File: config.mk
export PLATFORM = sky130hd
export DESIGN_NAME = alu_sequencer
export DESIGN_NICKNAME = d
export VERILOG_FILES = /design/src/rtl/alu_sequencer.sv
export SDC_FILE = /design/constraint.sdc
export NUM_CORES = 1
export LEC_CHECK = 0
export ABC_AREA = 1
export CELL_PAD_IN_SITES_DETAIL_PLACEMENT = 1
export CELL_PAD_IN_SITES_GLOBAL_PLACEMENT = 1
export CORE_MARGIN = 5
export CORE_UTILIZATION = 31
export CTS_CLUSTER_DIAMETER = 120
export DETAILED_ROUTE_END_ITERATION = 12
export PLACE_DENSITY_LB_ADDON = 0.1
export SYNTH_ARGS = -nofsm -noshare
export SYNTH_HDL_FRONTEND = slang
export SYNTH_SLANG_ARGS = --single-unit
File: constraint.sdc
create_clock -name clk -period 2.8 [get_ports clk]
set_clock_uncertainty 0.15 [all_clocks]
set_input_delay 0.56 -clock clk [delete_from_list [all_inputs] [get_ports clk]]
set_output_delay 0.56 -clock clk [all_outputs]
set_load 0.1 [all_outputs]
File: src/rtl/alu_sequencer.sv
// Multi-cycle controller in front of a combinational 16-bit ALU: iterates single-bit shifts,
// owns the PSR, and with ALU_SEQ_CARRY_EN defined adds a second pass for carry-in ops.
module alu_sequencer #(
   parameter int WIDTH = 16
) (
   input  logic             clk,
   input  logic             reset,
   input  logic             req_valid,
   output logic             req_ready,
   input  logic [3:0]       req_opcode,
   input  logic [3:0]       req_opext,
   input  logic [WIDTH-1:0] req_a,
   input  logic [WIDTH-1:0] req_b,
   input  logic [3:0]       req_count,
   output logic [WIDTH-1:0] alu_a,
   output logic [WIDTH-1:0] alu_b,
   output logic [3:0]       alu_opcode,
   output logic [3:0]       alu_opext,
   input  logic [WIDTH-1:0] alu_s,
   input  logic [4:0]       alu_flags,
   output logic             res_valid,
   input  logic             res_ready,
   output logic [WIDTH-1:0] res_data,
   output logic [4:0]       res_flags,
   output logic [4:0]       psr_flags
);

`ifdef ALU_SEQ_CARRY_EN
   typedef enum logic [2:0] {IDLE, EXEC, SHIFT, ZERO, CARRY, DONE} state_t;
`else
   typedef enum logic [2:0] {IDLE, EXEC, SHIFT, ZERO, DONE} state_t;
`endif

   state_t           state_reg, state_next;
   logic [3:0]       op_reg, ext_reg;
   logic [WIDTH-1:0] a_reg;          // operand A, shift accumulator, or first-pass sum
   logic [WIDTH-1:0] b_reg;
   logic [3:0]       count_reg;      // shift passes still to run
   logic [WIDTH-1:0] res_data_reg, res_data_next;
   logic [4:0]       res_flags_reg, res_flags_next;
   logic [4:0]       psr_reg;
   logic             load_res;
`ifdef ALU_SEQ_CARRY_EN
   logic             cin_reg;
   logic [4:0]       pass_flags_reg;
`endif

   function automatic logic is_shift(input logic [3:0] op, input logic [3:0] ext);
      return (op == 4'b1000) || (op == 4'b1110) || ({op, ext} == 8'b0000_1110) ||
             ({op, ext} == 8'b1010_0001) || ({op, ext} == 8'b1010_0100);
   endfunction

`ifdef ALU_SEQ_CARRY_EN
   function automatic logic is_carry(input logic [3:0] op, input logic [3:0] ext);
      return (op == 4'b0111) || ({op, ext} == 8'b0000_0111) ||
             ({op, ext} == 8'b1010_0101) || ({op, ext} == 8'b1010_0110);
   endfunction
`endif

   always_ff @(posedge clk or posedge reset) begin
      if (reset) begin
         state_reg <= IDLE;
      end else begin
         state_reg <= state_next;
      end
   end

   always_comb begin
      state_next     = state_reg;
      req_ready      = 1'b0;
      res_valid      = 1'b0;
      alu_a          = '0;
      alu_b          = '0;
      alu_opcode     = 4'b0000;
      alu_opext      = 4'b0000;
      load_res       = 1'b0;
      res_data_next  = res_data_reg;
      res_flags_next = res_flags_reg;
      case (state_reg)
         IDLE: begin
            req_ready = 1'b1;
            if (req_valid) begin
               if (is_shift(req_opcode, req_opext)) begin
                  state_next = (req_count == 4'd0) ? ZERO : SHIFT;
               end else begin
                  state_next = EXEC;
               end
            end
         end
         EXEC: begin
            alu_a      = a_reg;
            alu_b      = b_reg;
            alu_opcode = op_reg;
            alu_opext  = ext_reg;
`ifdef ALU_SEQ_CARRY_EN
            if (cin_reg) begin
               state_next = CARRY;
            end else
`endif
            begin
               state_next     = DONE;
               load_res       = 1'b1;
               res_data_next  = alu_s;
               res_flags_next = alu_flags;
            end
         end
         SHIFT: begin
            alu_a      = a_reg;
            alu_b      = b_reg;
            alu_opcode = op_reg;
            alu_opext  = ext_reg;
            if (count_reg == 4'd1) begin
               state_next     = DONE;
               load_res       = 1'b1;
               res_data_next  = alu_s;
               res_flags_next = alu_flags;
            end
         end
         ZERO: begin
            state_next     = DONE;
            load_res       = 1'b1;
            res_data_next  = a_reg;
            res_flags_next = 5'b00000;
         end
`ifdef ALU_SEQ_CARRY_EN
         CARRY: begin
            // Second pass adds the carry-in with ADDU; overflow is reported from the first pass
            alu_a          = a_reg;
            alu_b          = WIDTH'(1);
            alu_opcode     = 4'b0000;
            alu_opext      = 4'b0110;
            state_next     = DONE;
            load_res       = 1'b1;
            res_data_next  = alu_s;
            res_flags_next = {pass_flags_reg[4] | alu_flags[4], 1'b0, pass_flags_reg[2],
                              alu_flags[1], 1'b0};
         end
`endif
         DONE: begin
            res_valid = 1'b1;
            if (res_ready) begin
               state_next = IDLE;
            end
         end
         default: begin
            state_next = IDLE;
         end
      endcase
   end

   always_ff @(posedge clk or posedge reset) begin
      if (reset) begin
         op_reg         <= 4'b0000;
         ext_reg        <= 4'b0000;
         a_reg          <= '0;
         b_reg          <= '0;
         count_reg      <= 4'd0;
         res_data_reg   <= '0;
         res_flags_reg  <= 5'b00000;
         psr_reg        <= 5'b00000;
`ifdef ALU_SEQ_CARRY_EN
         cin_reg        <= 1'b0;
         pass_flags_reg <= 5'b00000;
`endif
      end else begin
         res_data_reg  <= res_data_next;
         res_flags_reg <= res_flags_next;
         if (load_res) begin
            psr_reg <= res_flags_next;
         end
         case (state_reg)
            IDLE: begin
               if (req_valid) begin
                  op_reg    <= req_opcode;
                  ext_reg   <= req_opext;
                  a_reg     <= req_a;
                  b_reg     <= req_b;
                  count_reg <= req_count;
`ifdef ALU_SEQ_CARRY_EN
                  cin_reg   <= is_carry(req_opcode, req_opext) & psr_reg[4];
`endif
               end
            end
`ifdef ALU_SEQ_CARRY_EN
            EXEC: begin
               a_reg          <= alu_s;
               pass_flags_reg <= alu_flags;
            end
`endif
            SHIFT: begin
               a_reg     <= alu_s;
               count_reg <= count_reg - 4'd1;
            end
            default: begin
            end
         endcase
      end
   end

   assign res_data  = res_data_reg;
   assign res_flags = res_flags_reg;
   assign psr_flags = psr_reg;

endmodule

==> summary.md <==
| Metric | Value |
|---|---|
| Simple-Gate Fraction of Synth Area | `27.55%` |
| Register area | `1827 um^2` |
| Async set or reset register ratio after synthesis | `100.0%` |
| Ys flop type | `dfrtp_1` |
| GRT overflow | `0` |
| Starting Density | `31.22%` |
| Die ar. | `13590 um^2` |
| Outcome | `completed` |
| Post-synthesis adder-cell area fraction | `0.7110%` |
| Largest family of logic cells by synthesized area | `simple AND/OR/NAND/NOR gates` |
| P&R area growth vs syn | `61.18%` |
| Worst path slowest cell | `inv_4` |
| Buffer count from post-CTS setup fixing | `0` |
| Worst-path clk slew | `60 ps` |
| Grt peak-use layer | `met2` |
| Share of the synthesized area in the top cell type | `51.90%` |
| Area contributors post-synth | `dfrtp_1 52%, nand2_1 18%, nor2_1 6.1%` |
| Synth unique cells | `22` |
| CTS hold repair buffers | `0` |
| CP top delay family | `buffers and inverters` |
| Max Slew Vio Count | `0` |
| Yosys warning total | `0` |
| Complex-gate fraction of the synthesized area | `10.56%` |
| Commonest cells in the netlist | `167 x nand2_1, 73 x dfrtp_1, 57 x nor2_1` |
| GRT met3 Usage | `4.249%` |
| Setup repair after global routing missed its margin | `no` |
| Crit share post-route | `93.20%` |
| Critical Path RT | `2090 ps` |
| Area of the multi-input gates | `1415 um^2` |
| Final count of hold timing violations | `0` |
| Crit Path Max Fanout | `40` |
| CTS tree | `yes` |
| DP Area | `5389 um^2` |
| Die Ht | `116.6 um` |
| CTS buffer count | `9` |
| Clk Latency, worst-skew pair | `320 ps` |
| Met1 Use GR | `22.32%` |
| XOR/XNOR Fraction of Synth Area | `0.2488%` |
| Detail Route Antenna Nets | `0` |
| N_diodes | `0` |
| Final RePlAce weighted congestion | `0.7481` |
| DRC | `0` |
| Critical Path Sink Type | `primary output` |
| Sequential-to-total area share from yosys stat | `51.90%` |
| PortBufs | `136` |
| Fill cell count | `1349` |
| Critical path cell sequence | `inv_1 > nor2_1 > nand2_1 > nand2_1 > inv_4 > nor2_1 > buf_12` |
| Final setup viols | `0` |
| Core Footprint | `11270 um^2` |
| Crit Path Class | `reg -> out` |
| Vias in the first global route | `3828` |
| # IOs | `137` |
| Dpl hpwl | `8344 um` |
| Synth Area per Inst | `7.618 um^2` |
| Synth Instances | `462` |
| Row cnt | `39` |
| Layout cells sized above 1 | `19.70%` |
| Post-layout util | `50.33%` |
| Maxcap violations | `0` |
| Worst Path Arrival | `1900 ps` |
| Synth Register Bits | `73` |
| Post-route cell area | `5673 um^2` |
| HP Class | `reg -> reg` |
| Global-route wire length before repair | `18940 um` |
| Initial antenna violation count | `0` |
| Routed wire length per instance | `15.58 um` |
| CP bufs+invs | `3` |
| Pin count of the biggest net entering global routing | `41` |
| Die X | `116.6 um` |
| Net Count, Synth | `533` |
| DRT iter0 DRCs | `146` |
| WHS | `337.0 ps` |
| Vias | `3466` |
| Clk buf depth | `2` |
| Most common cell in the netlist | `nand2_1` |
| Nets | `666` |
| Post-synth top area cell | `dfrtp_1` |
| Post-synthesis mux area share | `0%` |
| Worst slew pin tran | `564.8 ps` |
| Gr usage total | `17.80%` |
| CTS H-tree depth | `3` |
| DR pass1 iterations | `4` |
| Mapped Area | `3520 um^2` |
| CTS root buffer | `clkbuf_16` |
| Met2 GRT Util | `30.32%` |
| CP peak stage delay | `430 ps` |
| Fmax | `0.3832 GHz` |
| Setup TNS | `0 ps` |
| Final wirelength | `11560 um` |
| Vias/cell | `4.671` |
| CP startpoint kind | `flip-flop` |
| Max-slew headroom | `62.35%` |
| Min Tclk post-route | `2610 ps` |
| Post-synth EDFFs | `0` |
| CTS Sinks | `73` |
-- worst paths after layout --
kind / from / slack [ps] / to / cells after the start
setup / recovery: state_reg[0] / 190 / alu_opext[1] / 7
hold / removal: psr_flags[2] / 340 / psr_flags[2] / 2
setup reg to reg: state_reg[2] / 860 / res_data[9] / 9
hold reg to reg: psr_flags[2] / 340 / psr_flags[2] / 2
max in group asynchronous: reset / 1480 / state_reg[0] / 3
min in group asynchronous: reset / 420 / res_data[6] / 2
-- metrics by stage --
step,setup WS (ps),std cells
finish,190.3,742
global route,31.69,742
CTS,164.7,742
detailed placement,227.4,727
global placement,333.3,727
floorplan,-88.86,462
-- routing by layer --
| layer | share of wire, % | vias to the layer above |
|---|---|---|
| met4 | 1.3 | 0 |
| met3 | 5.9 | 13 |
| met5 | 0 | - |
| li1 | - | 1681 |
| met1 | 44 | 1680 |
| met2 | 49 | 92 |
-- what timing repair did --
action / 4_1_cts / 5_1_grt
setup endpoints to repair: 37 / 0
resized for setup: 1 / 0
hold endpoints to repair: 0 / 0
-- worst register-to-register path: stages (launching register included) --
cell and delay (ps):
dfrtp_1 410, inv_2 80, nand3_2 70, buf_4 210, inv_2 60, o21ai_2 90
nand2_4 260, inv_2 370, nand2_1 100, nand2_1 80
-- logic make-up (layout without fill, tap and decap cells) --
kind of cell | Yosys count | in the layout
AOI/OAI and AO/OA | 63 | 63
xor gates and xnor gates | 1 | 1
adders and majority gates | 2 | 2
buffers and inverters | 77 | 214
DFF | 73 | 73
and+or+nand+nor | 246 | 246
-- cell usage in the layout (no fill, tap or decap), drive strengths merged --
master,n
clkdlybuf4s50,68
nand3,15
ha,2
nor2,60
nand2,170
clkbuf,12
dfrtp,73
o21ai,43
inv,55
buf,75
o31ai,1
a21oi,1
and2,1
xor2,1
o211ai,18
clkinv,4
-- layout make-up --
type | instances | share of cell area, %
Sequential cell | 73 | 32.20
Inverter | 56 | 3.772
Tap cell | 143 | 3.154
Timing Repair Buffer | 143 | 30.97
Clock inverter | 3 | 0.2647
Multi-Input combinational cell | 312 | 24.94
Clock buffer | 12 | 4.698
Power is not shown: default switching activity piles up to over one toggle a cycle in this logic, so the estimate is an artifact.
==> edit 1: new RTL, config.mk and constraints unchanged <==
The parameter `WIDTH` goes from 16 to 20.
--- a/src/rtl/alu_sequencer.sv
+++ b/src/rtl/alu_sequencer.sv
@@ -2,5 +2,5 @@
 // owns the PSR, and with ALU_SEQ_CARRY_EN defined adds a second pass for carry-in ops.
 module alu_sequencer #(
-   parameter int WIDTH = 16
+   parameter int WIDTH = 20
 ) (
    input  logic             clk,
Ports: changed (6 resized); port bits go from 137 to 161. The function was not compared with the original's and may differ.
==> edit 1 against the original RTL <==
  * Final cell count rose by 20%
  * Sequential cell count is 12 higher
  * Synthesized cell count grew 20%
  * Critical path depth is the same
  * Worst setup slack worse by 0.033 ns
  * Routed wire length increased by 18%
  * Critical endpoint is now alu_b[5]
  * Area after synthesis grew 18%
  * Hold slack lost 0.0054 ns
  * Final area rose by 16%
  * Critical path type unchanged
Power is left out: the tool's default activity adds up to more than one toggle a clock period on the data nets, which glitch-free logic cannot reach.
==> edit 1: results (changes against the original RTL) <==
.. list-table::
   :header-rows: 1

   * - Metric
     - Value
   * - Synth cell types
     - 24 (+9.1%)
   * - Max Root-Sink Buffers
     - 2 (unchanged)
   * - Outcome
     - completed
   * - Number of cells traversed by the worst hold path
     - 2 (unchanged)
   * - Dpl ws
     - 0.3310 ns (+0.1037 ns)
   * - Number of buffers inserted by port buffering
     - 160 (+18%)
   * - Layout cell share with drive strength beyond 1
     - 18.99% (-0.71 points)
   * - Cells after DPL
     - 872 (+20%)
   * - Iteration count of the initial detailed-routing pass
     - 4 (unchanged)
   * - Number of cell instances on the worst register-to-register path
     - 8 (-1)
   * - Largest fanout on the critical path
     - 27 (-33%)
   * - Share of synthesized flip-flops with an asynchronous set or reset
     - 100.0% (unchanged)
   * - Clock insertion delay at the later pin of the skew report
     - 0.34 ns (+0.02 ns)
   * - Leading post-synthesis cells by cell area
     - sky130_fd_sc_hd__dfrtp_1, sky130_fd_sc_hd__nand2_1, sky130_fd_sc_hd__o21ai_0
   * - Final estimated routing congestion in global placement
     - 0.7628 (+2.0%)
   * - Hold Startpoint
     - res_data[8]
   * - Htree depth
     - 3 (unchanged)
   * - Arrival time reported for the critical path endpoint
     - 1.93 ns (+0.03 ns)
   * - Internal reg-to-reg setup slack
     - 0.69 ns (-0.17 ns)
   * - Capture endpoint of the worst hold path
     - res_data[8]
   * - Synth top cells by count
     - sky130_fd_sc_hd__nand2_1, sky130_fd_sc_hd__dfrtp_1, sky130_fd_sc_hd__inv_1
   * - Number of buffers added by the clock tree synthesis step
     - 9 (unchanged)
   * - Routed wire per std cell
     - 15.42 µm (-0.99%)
   * - Clock root buffer
     - sky130_fd_sc_hd__clkbuf_16
   * - Via Count
     - 4044 (+17%)
   * - Fraction of the yosys area taken by sequential cells
     - 51.34% (-0.56 points)
   * - Final Net Count
     - 790 (+19%)
   * - Average footprint of a synthesized cell
     - 7.464 µm² (-2.0%)
   * - Hold Crit Class
     - register to register
   * - Clock transition at path regs
     - 0.06 ns (about the same)
   * - Synth Net Count
     - 638 (+20%)
   * - Drt first-iter violations
     - 223 (+53%)
   * - Predominant post-synthesis flop cell
     - sky130_fd_sc_hd__dfrtp_1
   * - Worst R2R Start
     - state_reg[0]
   * - Number of fill cells
     - 1584 (+17%)
   * - GRT Resource Usage Total
     - 17.53% (-0.27 points)
   * - Global-route wire length before repair
     - 22270 µm (+18%)
   * - YS warnings
     - 0 (unchanged)
   * - Launch point of the critical path
     - state_reg[1]
   * - Pin count of the biggest net entering global routing
     - 86 (+110%)
   * - Vias in the first global route
     - 4451 (+16%)
   * - Number of antenna violations at the first check in global routing
     - 0 (unchanged)
   * - Worst max-slew margin expressed relative to the limit
     - 57.85% (-4.5 points)
   * - Total half-perimeter wirelength after legalization and detailed placement
     - 9998 µm (+20%)
   * - Antenna viol nets, final
     - 0 (unchanged)
   * - Antenna diodes
     - 0 (unchanged)
   * - Worst flop-to-flop path endpoint
     - a_reg[11]
   * - Total Wirelength
     - 13680 µm (+18%)
   * - Leading cell type by number of instances after synthesis
     - sky130_fd_sc_hd__nand2_1
[edit 1: critical path: stages (launching register included)]
cell and delay (ns):
sky130_fd_sc_hd__dfrtp_1 0.46, sky130_fd_sc_hd__nor2_2 0.16, sky130_fd_sc_hd__nand2_1 0.12, sky130_fd_sc_hd__nand2_1 0.13
sky130_fd_sc_hd__inv_4 0.15, sky130_fd_sc_hd__buf_12 0.21, sky130_fd_sc_hd__nor2_2 0.16, sky130_fd_sc_hd__buf_12 0.20
[edit 1: per-layer routing]
layer	share of wire, %	vias up	wire (µm)	track usage [%]
li1	-	1976	-	-
met1	43	1959	5893	20.93
met2	52	95	7087	31.69
met3	3.3	14	458	2.942
met4	1.8	0	240	6.186
met5	0	-	0	0
[edit 1: final cells by class]
class / count / area [µm²] / area share (%)
well taps: 176 / 220.2 / 3.337
clock inverters: 2 / 10.01 / 0.1517
flip-flops and latches: 85 / 2127 / 32.23
multi-input cells: 377 / 1647 / 24.95
inverters: 65 / 250.2 / 3.792
clock buffers: 13 / 250.2 / 3.792
repair buffers: 169 / 2095 / 31.74
[edit 1: repair_timing]
item,CTS,global route
endpoints found under the hold margin,0,0
buffers inserted,0,0
resized for setup,1,2
setup endpoints to repair,22,2
[edit 1: cells by family after synthesis]
logic type | count (synthesis) | synth area share, %
DFF | 85 | 51.34
and+or+nand+nor | 319 | 30.41
xor gates and xnor gates | 1 | 0.2115
AOI/OAI and AO/OA | 55 | 6.946
buffers and inverters | 93 | 10.48
adders and majority gates | 2 | 0.6040
[edit 1: how the worst max path moves through the flow]
stage,endpoint,slack (ns),cells after the start
floorplan,alu_a[0],-0.21,7
global route,alu_b[5],0.03,7
finish,alu_b[5],0.16,7
global placement,alu_opcode[3],0.43,7
CTS,alu_b[19],0.06,7
detailed placement,alu_b[19],0.33,7
[edit 1: metrics by stage]
step           hold WS, ns  setup TNS, ns  cell area (µm²)
6_report            0.3316              0             6599
5_1_grt             0.3598              0             6599
3_5_place_dp        0.3204              0             6331
2_1_floorplan       0.3021         -4.665             4202
4_1_cts             0.3369              0             6594
3_3_place_gp        0.3136              0             6331
==> edit 2: new RTL, same flow settings <==
Without the edit above. Take the reset off `res_data_reg` and `res_flags_reg` and load them in a clocked block of their own.
--- a/src/rtl/alu_sequencer.sv
+++ b/src/rtl/alu_sequencer.sv
@@ -156,6 +156,4 @@
          b_reg          <= '0;
          count_reg      <= 4'd0;
-         res_data_reg   <= '0;
-         res_flags_reg  <= 5'b00000;
          psr_reg        <= 5'b00000;
 `ifdef ALU_SEQ_CARRY_EN
@@ -164,6 +162,4 @@
 `endif
       end else begin
-         res_data_reg  <= res_data_next;
-         res_flags_reg <= res_flags_next;
          if (load_res) begin
             psr_reg <= res_flags_next;
@@ -198,4 +194,9 @@
    end
 
+   always_ff @(posedge clk) begin
+      res_data_reg  <= res_data_next;
+      res_flags_reg <= res_flags_next;
+   end
+
    assign res_data  = res_data_reg;
    assign res_flags = res_flags_reg;
Behaviour: differs if reset is asserted again (counterexample within 4 cycles, from zero or initial values and one cycle with reset high); with reset held inactive, the same outputs for 10 cycles.
==> edit 2 against the original RTL <==
  * Via count decreased by 7.8%
  * Routed wire length decreased by 9.6%
  * Core utilization increased by 0.13 points
  * Sequential cell count unchanged
  * Final area decreased by 3.6%
  * Worst setup slack improved by 0.12 ns
  * Area after synthesis decreased by 3.0%
==> edit 2: results (changes against the original RTL) <==
.. list-table::
   :header-rows: 1

   * - Metric
     - Value
   * - Vias in the first global route
     - 3447 (-10%)
   * - Category of cells accounting for the largest share of critical-path delay
     - simple AND/OR/NAND/NOR gates
   * - Final estimated routing congestion in global placement
     - 0.7493 (+0.16%)
   * - Total half-perimeter wirelength after legalization and detailed placement
     - 7668 µm (-8.1%)
   * - Global-route wire length before repair
     - 17150 µm (-9.5%)
   * - Worst max-slew margin expressed relative to the limit
     - 68.09% (+5.7 points)
   * - Average footprint of a synthesized cell
     - 8.251 µm² (+8.3%)
   * - Final Net Count
     - 621 (-6.8%)
   * - Number of resized instances in the post-cts repair step
     - 0 (-1)
   * - Clock root buffer
     - sky130_fd_sc_hd__clkbuf_8
   * - Share of the synthesized area in compound gates (AO/OA/AOI/OAI)
     - 10.77% (+0.21 points)
   * - Cell with the largest stage delay on the worst path
     - sky130_fd_sc_hd__dfrtp_1
   * - Post-synth EDFFs
     - 16 (+16)
   * - Synth top cells by count
     - sky130_fd_sc_hd__nand2_1, sky130_fd_sc_hd__nor2_1, sky130_fd_sc_hd__inv_1
   * - Dpl ws
     - 0.5942 ns (+0.3668 ns)
   * - Pin count of the biggest net entering global routing
     - 42 (+2.4%)
   * - Outcome
     - completed
   * - Routed wire per std cell
     - 15.04 µm (-3.4%)
   * - Clock insertion delay at the later pin of the skew report
     - 0.35 ns (+0.03 ns)
   * - Drt first-iter violations
     - 101 (-31%)
   * - Hold Startpoint
     - res_flags[4]
   * - GRT Resource Usage Total
     - 16.41% (-1.4 points)
   * - Fraction of the yosys area taken by sequential cells
     - 55.09% (+3.2 points)
   * - Layout cell share with drive strength beyond 1
     - 18.56% (-1.1 points)
   * - Synth cell types
     - 26 (+18%)
## edit 2: changes by cell type after synthesis, sizes merged
cell,change
nand2,-53
dfrtp,-21
edfxtp,+16
dfxtp,+5
nand3,+4
clkbuf,-3
inv,+2
buf,+1
nor2,+1
## edit 2: layer usage
metal	global-route usage [%]	wire (µm)
met3	4.947	772
met4	5.712	174
met2	28.28	5173
met5	0	0
met1	19.42	4332
## edit 2: worst paths after layout
check,end,slack [ns],cells after the start
min in group asynchronous,b_reg[13],0.37,2
worst max-delay path,alu_b[4],0.31,7
worst min register to register,res_flags[4],0.31,2
worst min-delay path,res_flags[4],0.31,2
max in group asynchronous,ext_reg[0],1.58,3
worst max register to register,psr_flags[2],0.84,9
## edit 2: layout make-up
cell class,instances,area [µm²],share of cell area [%]
Multi-Input combinational cell,264,1196,21.87
Tap cell,140,175.2,3.202
Inverter,58,217.7,3.980
Timing Repair Buffer,144,1789,32.71
Clock buffer,10,127.6,2.333
Clock inverter,6,82.58,1.510
Sequential cell,73,1882,34.40
